### src/rtl/seq_divider_32.sv
// Restoring shift-subtract unsigned divider, one quotient bit per clock.
// Start/busy/done handshake; divide-by-zero completes immediately with a flag.
module seq_divider_32 #(
   parameter int WIDTH = 32
) (
   input  logic             clk,
   input  logic             reset,
   input  logic             start,
   input  logic [WIDTH-1:0] dividend,
   input  logic [WIDTH-1:0] divisor,
   output logic             busy,
   output logic             done,
   output logic [WIDTH-1:0] quotient,
   output logic [WIDTH-1:0] remainder,
   output logic             div_by_zero
);

   localparam int CW = $clog2(WIDTH + 1);

   typedef enum logic [1:0] {
      IDLE,
      RUN,
      DONE
   } state_t;

   state_t           state, state_nx;
   logic [CW-1:0]    count;
   logic [WIDTH-1:0] q_r, r_r, d_r;
   logic             dz_r;
   logic             last;

   logic [WIDTH:0]   t;
   logic [WIDTH:0]   diff;
   logic             borrow;

   // R < D holds throughout, so T - D never exceeds WIDTH+1 bits and
   // the top bit of the difference is set exactly when T < D.
   assign t      = {r_r, q_r[WIDTH-1]};
   assign diff   = t - {1'b0, d_r};
   assign borrow = diff[WIDTH];
   assign last   = (count == CW'(WIDTH - 1));

   always_ff @(posedge clk) begin
      if (reset) state <= IDLE;
      else       state <= state_nx;
   end

   always_comb begin
      state_nx = state;
      unique case (state)
         IDLE: begin
            if (start) state_nx = (divisor == '0) ? DONE : RUN;
         end
         RUN: begin
            if (last) state_nx = DONE;
         end
         DONE:    state_nx = IDLE;
         default: state_nx = IDLE;
      endcase
   end

   always_ff @(posedge clk) begin
      if (reset) begin
         count <= '0;
         q_r   <= '0;
         r_r   <= '0;
         d_r   <= '0;
         dz_r  <= 1'b0;
      end else begin
         unique case (state)
            IDLE: begin
               if (start && divisor != '0) begin
                  q_r   <= dividend;
                  d_r   <= divisor;
                  r_r   <= '0;
                  count <= '0;
                  dz_r  <= 1'b0;
               end else if (start) begin
                  q_r   <= '1;
                  r_r   <= dividend;
                  dz_r  <= 1'b1;
               end
            end
            RUN: begin
               q_r   <= {q_r[WIDTH-2:0], ~borrow};
               r_r   <= borrow ? t[WIDTH-1:0] : diff[WIDTH-1:0];
               count <= count + 1'b1;
            end
            default: ;
         endcase
      end
   end

   assign busy        = (state != IDLE);
   assign done        = (state == DONE);
   assign quotient    = q_r;
   assign remainder   = r_r;
   assign div_by_zero = dz_r;

endmodule

### config.mk
export PLATFORM = sky130hd
export DESIGN_NAME = seq_divider_32
export DESIGN_NICKNAME = d
export VERILOG_FILES = /design/src/rtl/seq_divider_32.sv
export SDC_FILE = /design/constraint.sdc
export NUM_CORES = 1
export LEC_CHECK = 0
export CORE_MARGIN = 2
export CORE_UTILIZATION = 59
export CTS_BUF_LIST = sky130_fd_sc_hd__clkbuf_2
export DETAILED_ROUTE_END_ITERATION = 6
export PLACE_DENSITY = 0.85
export SYNTH_ARGS = -nofsm -noshare
export SYNTH_HDL_FRONTEND = slang
export SYNTH_SLANG_ARGS = --single-unit
### constraint.sdc
create_clock -name clk -period 8.7 [get_ports clk]
set_input_delay 1.74 -clock clk [delete_from_list [all_inputs] [get_ports clk]]
set_output_delay 1.74 -clock clk [all_outputs]
set_load 0.01 [all_outputs]
# Word-level counts from Yosys, hierarchy flattened
# Cells that the tools add are included.
# classes
muxes	15
bitwise	1
n_reduce_logical	12
eq_ne	7
n_addsub	2
# op_table
operator	n
32-bit 2-to-1 mux	5
32-bit case mux with 2 select lines	2
33-bit by 32-bit subtractor with 33-bit output	1
32-bit logical NOT	1
32-bit nonzero test	1
6-bit case mux with 2 select lines	1
2-bit AND reduction	5
6-bit by 1-bit adder with 6-bit output (second input constant)	1
6-bit by 5-bit == test with 1-bit output (second input constant)	1
2-bit 2-to-1 mux	3
6-bit 2-to-1 mux	1
2-bit inequality test (second input constant)	3
2-bit nonzero test	3
2-bit case mux with 2 select lines	1
3-bit inequality test (second input constant)	1
2-bit by 1-bit == test with 1-bit output (second input constant)	1
2-bit == test (second input constant)	1
2-bit logical NOT	1
1-bit 2-to-1 mux	2
1-bit logical AND	1
1-bit NOT	1
# totals
out_inout_bits	67
elab_cells	43
input_bits	67
ff_bits	105

# Logic depth before layout (Yosys ltp)
# depth
depth_word	4
ltp_mapped	13
mapped_depth_nobuf	11

# Worst setup path before layout
# Ideal clock, no wire load.
# synth_timing
path_type	input port to flip-flop
start	input port divisor[16]
end	register r_r[5], in the netlist remainder[5]
path_buffers	2
setup_ps	80
arrival_ps	3471
required_ps	8620
cell_stages	8
setup_slack_ps	5150
cell_sequence	nor4_1 -> nand4_1 -> o21ai_0 -> and2_0 -> clkbuf_1 -> clkbuf_1 -> a21oi_1 -> a211oi_2
# synth_between
elab_chain_cells	4
word_cells_on_any_way	6
cone_classes	eq/ne: 1; mux: 2; reduce/logical: 3
# synth_lines
element	line_no	rtl
start: declaration	10	input logic [WIDTH-1:0] divisor,
32-bit nonzero test (*)	72	if (start && divisor != '0) begin
1-bit logical AND (*)	72	
32-bit 2-to-1 mux or 3-bit inequality test (tied branches)	n/a	
32-bit case mux with 2 select lines or 2-bit AND reduction (tied branches)	n/a	
end signal: assignment	80	r_r <= dividend;
end signal: assignment	86	r_r <= borrow ? t[WIDTH-1:0] : diff[WIDTH-1:0];
end: declaration	28	logic [WIDTH-1:0] q_r, r_r, d_r;
# Mark *: on every way between the ends. The rest lies on a longest branch, timed or not.
# A chain may end at the register's enable or synchronous reset.

# Worst setup path in the final report
# layout_timing
start	input port divisor[6]
end	register r_r[14], in the netlist remainder[14]
# Same word-level chain as after synthesis.

==> out/results.txt <==
Slew Limit Fails: 0
Fin Setup TNS: 0 ps
CP max stage delay: 420 ps
DPL Wire Length: 15.5 mm
slew margin rel.: 0.183
Root Driver: clkbuf_2
clk_lat worst skew: 650 ps
CTS-repair resized insts: 0
Yosys top cell area share: 0.304
first-pass GRT wire length: 33.4 mm
synthesis-to-layout area growth: 21.4%
Initial Utilization: 0.605
drt pass-1 iters: 5
R2R setup slack: 4880 ps
total number of vias: 7298
Total Routing Usage GR: 0.329
core box area: 11400 sq um
Mapped Nets: 1045
CTS tree: yes
Top-Level Pins: 134
count leader, synth: nand2_1
Final Hold Fails: 0
Critical-path top delay cell: clkdlybuf4s50_1
Num CTS Buffers: 9
initial antenna violation count: 1
Crit. End Element: register
layout cells sized above 1: 0.0510
Die Y: 112 um
Remaining Overflow, GRT: 0
Crit Path Class: primary input to register
status: finished, final reports clean
CP arrival: 4560 ps
maxcap violations: 0
Ys Warns: 0
clk slew on worst S/H paths: 290 ps
Crit Path Max Fanout: 23
synth cell count leaders: nand2_1 (152), a21oi_1 (108), dfxtp_1 (105), nor2_1 (105), clkbuf_1 (47)
Placer Congestion: 0.965
die area: 12600 sq um
Hold WC Path Type: register to register
synthesized area: 6910 sq um
Total Wirelength: 20.9 mm
DRT iter0 DRCs: 881
Netlist cell types: 65
post-CTS setup buffer count: 0
Leak Pwr: 3.19 nW
DR WL/cell: 17.6 um
ys async rst share: 0
worst slew pin tran: 1220 ps
final-stage net count: 1137
I/O Buffers: 133
top_reg_cell synth: dfxtp_1
peak supply drop: 0.163 mV
PwrDens: 232 nW/um^2
pin count of the biggest net entering global routing: 92
Tcrit/Tclk final: 0.459
post-synth top area cell: dfxtp_1
most frequent CP cell: buf_4
WP data required: 9270 ps
Max H-tree Level: 3
Hold Buf Count CTS: 0
Final min period: 3990 ps
achievable frequency: 251 MHz
vias in the first global route: 6536
DR vias/cell: 6.16
Post-synth EDFFs: 0
critical path buffer and inverter count: 3
Final Non-Filler Cells: 1184
ranking of synthesized cells by area: dfxtp_1 (30%), nand2_1 (8.3%), a21oi_1 (7.8%)
number of remaining DRC errors: 0
Cells after DPL: 1168
Seq/Total Area, Yosys: 0.304
Cell Rows: 39
synthesized instance count: 944
Avg Cell Area, Syn: 7.32 sq um
Clock Skews: 48.5 ps
clock buffer depth: 2
Final ANT Viol Nets: 0
clk sink count: 105
Die X: 112 um
Setup-failing EPs final: 0
RSZ-0062 raised after global routing: false
Yosys reg bits: 105
startpoint types: primary input
worst-path cell chain: clkdlybuf4s50_1 -> nor4_1 -> nand4_1 -> o21ai_1 -> buf_4 -> and2_0 -> buf_4 -> a221oi_1 -> o31a_1 -> mux2_4 -> a2111oi_4
delay-heaviest family, CP: buffers and inverters
-- flip-flops by register name, indices dropped and copies added (netlist names) --
signal / cells
count: 6
remainder: 32
d_r: 32
div_by_zero: 1
state: 2
quotient: 32
-- routing by layer --
| layer | track usage | part of all wire |
|---|---|---|
| met4 | 0.0959 | 0.019 |
| met1 | 0.466 | 0.45 |
| met3 | 0.0702 | 0.097 |
| met5 | 0 | 0 |
| met2 | 0.507 | 0.44 |
-- per-stage QoR --
stage	utilization	total power [mW]	setup WS, ps	area (sq um)	hold slack (ps)
after floorplan	-	1.37	5150	6910	436
final	0.735	1.95	4710	8390	471
after global placement	0.723	1.65	4130	8250	442
after detailed placement	0.723	1.66	4080	8250	446
after global routing	0.735	2.07	4620	8390	488
after CTS	0.735	1.93	4800	8390	473
-- report_power, final --
part           internal [mW]  total (mW)  switching (mW)
registers              0.533       0.596          0.0633
logic                  0.449        1.08           0.630
clock network         0.0977       0.275           0.177
total                   1.08        1.95           0.870
-- cells by family (layout without fill, tap and decap cells) --
logic type,Yosys count,count (layout),share of synthesized area
adder cells (fa/ha/maj),34,34,0.0626
buffers and inverters,106,202,0.0612
other,0,1,0
multiplexers,14,14,0.0239
AND/OR/NAND/NOR,377,377,0.240
flip-flops,105,105,0.304
XOR/XNOR,22,22,0.0279
AO/OA/AOI/OAI,286,286,0.280
-- worst paths after layout --
path,from,to,depth (start not counted)
setup / recovery,divisor[6],remainder[14],11
hold / removal,d_r[18],d_r[18],2
setup reg to reg,remainder[13],remainder[14],9
hold reg to reg,d_r[18],d_r[18],2
-- worst register-to-register path, delay by kind of cell, from the launching register on --
kind	cells	cell delay [ps]
AOI/OAI and AO/OA	6	1970
muxes	1	370
DFF	1	530
and+or+nand+nor	1	510
adders and majority gates	1	370
-- cell usage in the layout (no fill, tap or decap), types with 17 or more instances in the layout --
cell / synthesis / final
o21ai_0: 39 / 38
a21oi_1: 108 / 107
nor2_1: 105 / 103
a311oi_1: 28 / 28
a31oi_1: 18 / 18
inv_1: 44 / 44
nor4_1: 17 / 17
nand2_1: 152 / 152
dfxtp_1: 105 / 105
nor3_1: 39 / 39
clkdlybuf4s50_1: 0 / 132
ha_1: 33 / 33
-- final cells by class --
| class | count | area (sq um) |
|---|---|---|
| repair buffers | 143 | 1400 |
| flip-flops and latches | 105 | 2100 |
| well taps | 143 | 179 |
| clock buffers | 10 | 50.0 |
| fillers | 952 | 3030 |
| multi-input cells | 733 | 4400 |
| clock inverters | 5 | 87.6 |
| diodes | 1 | 2.50 |
| inverters | 44 | 165 |
Note: power is estimated with default switching activity, not from simulation.
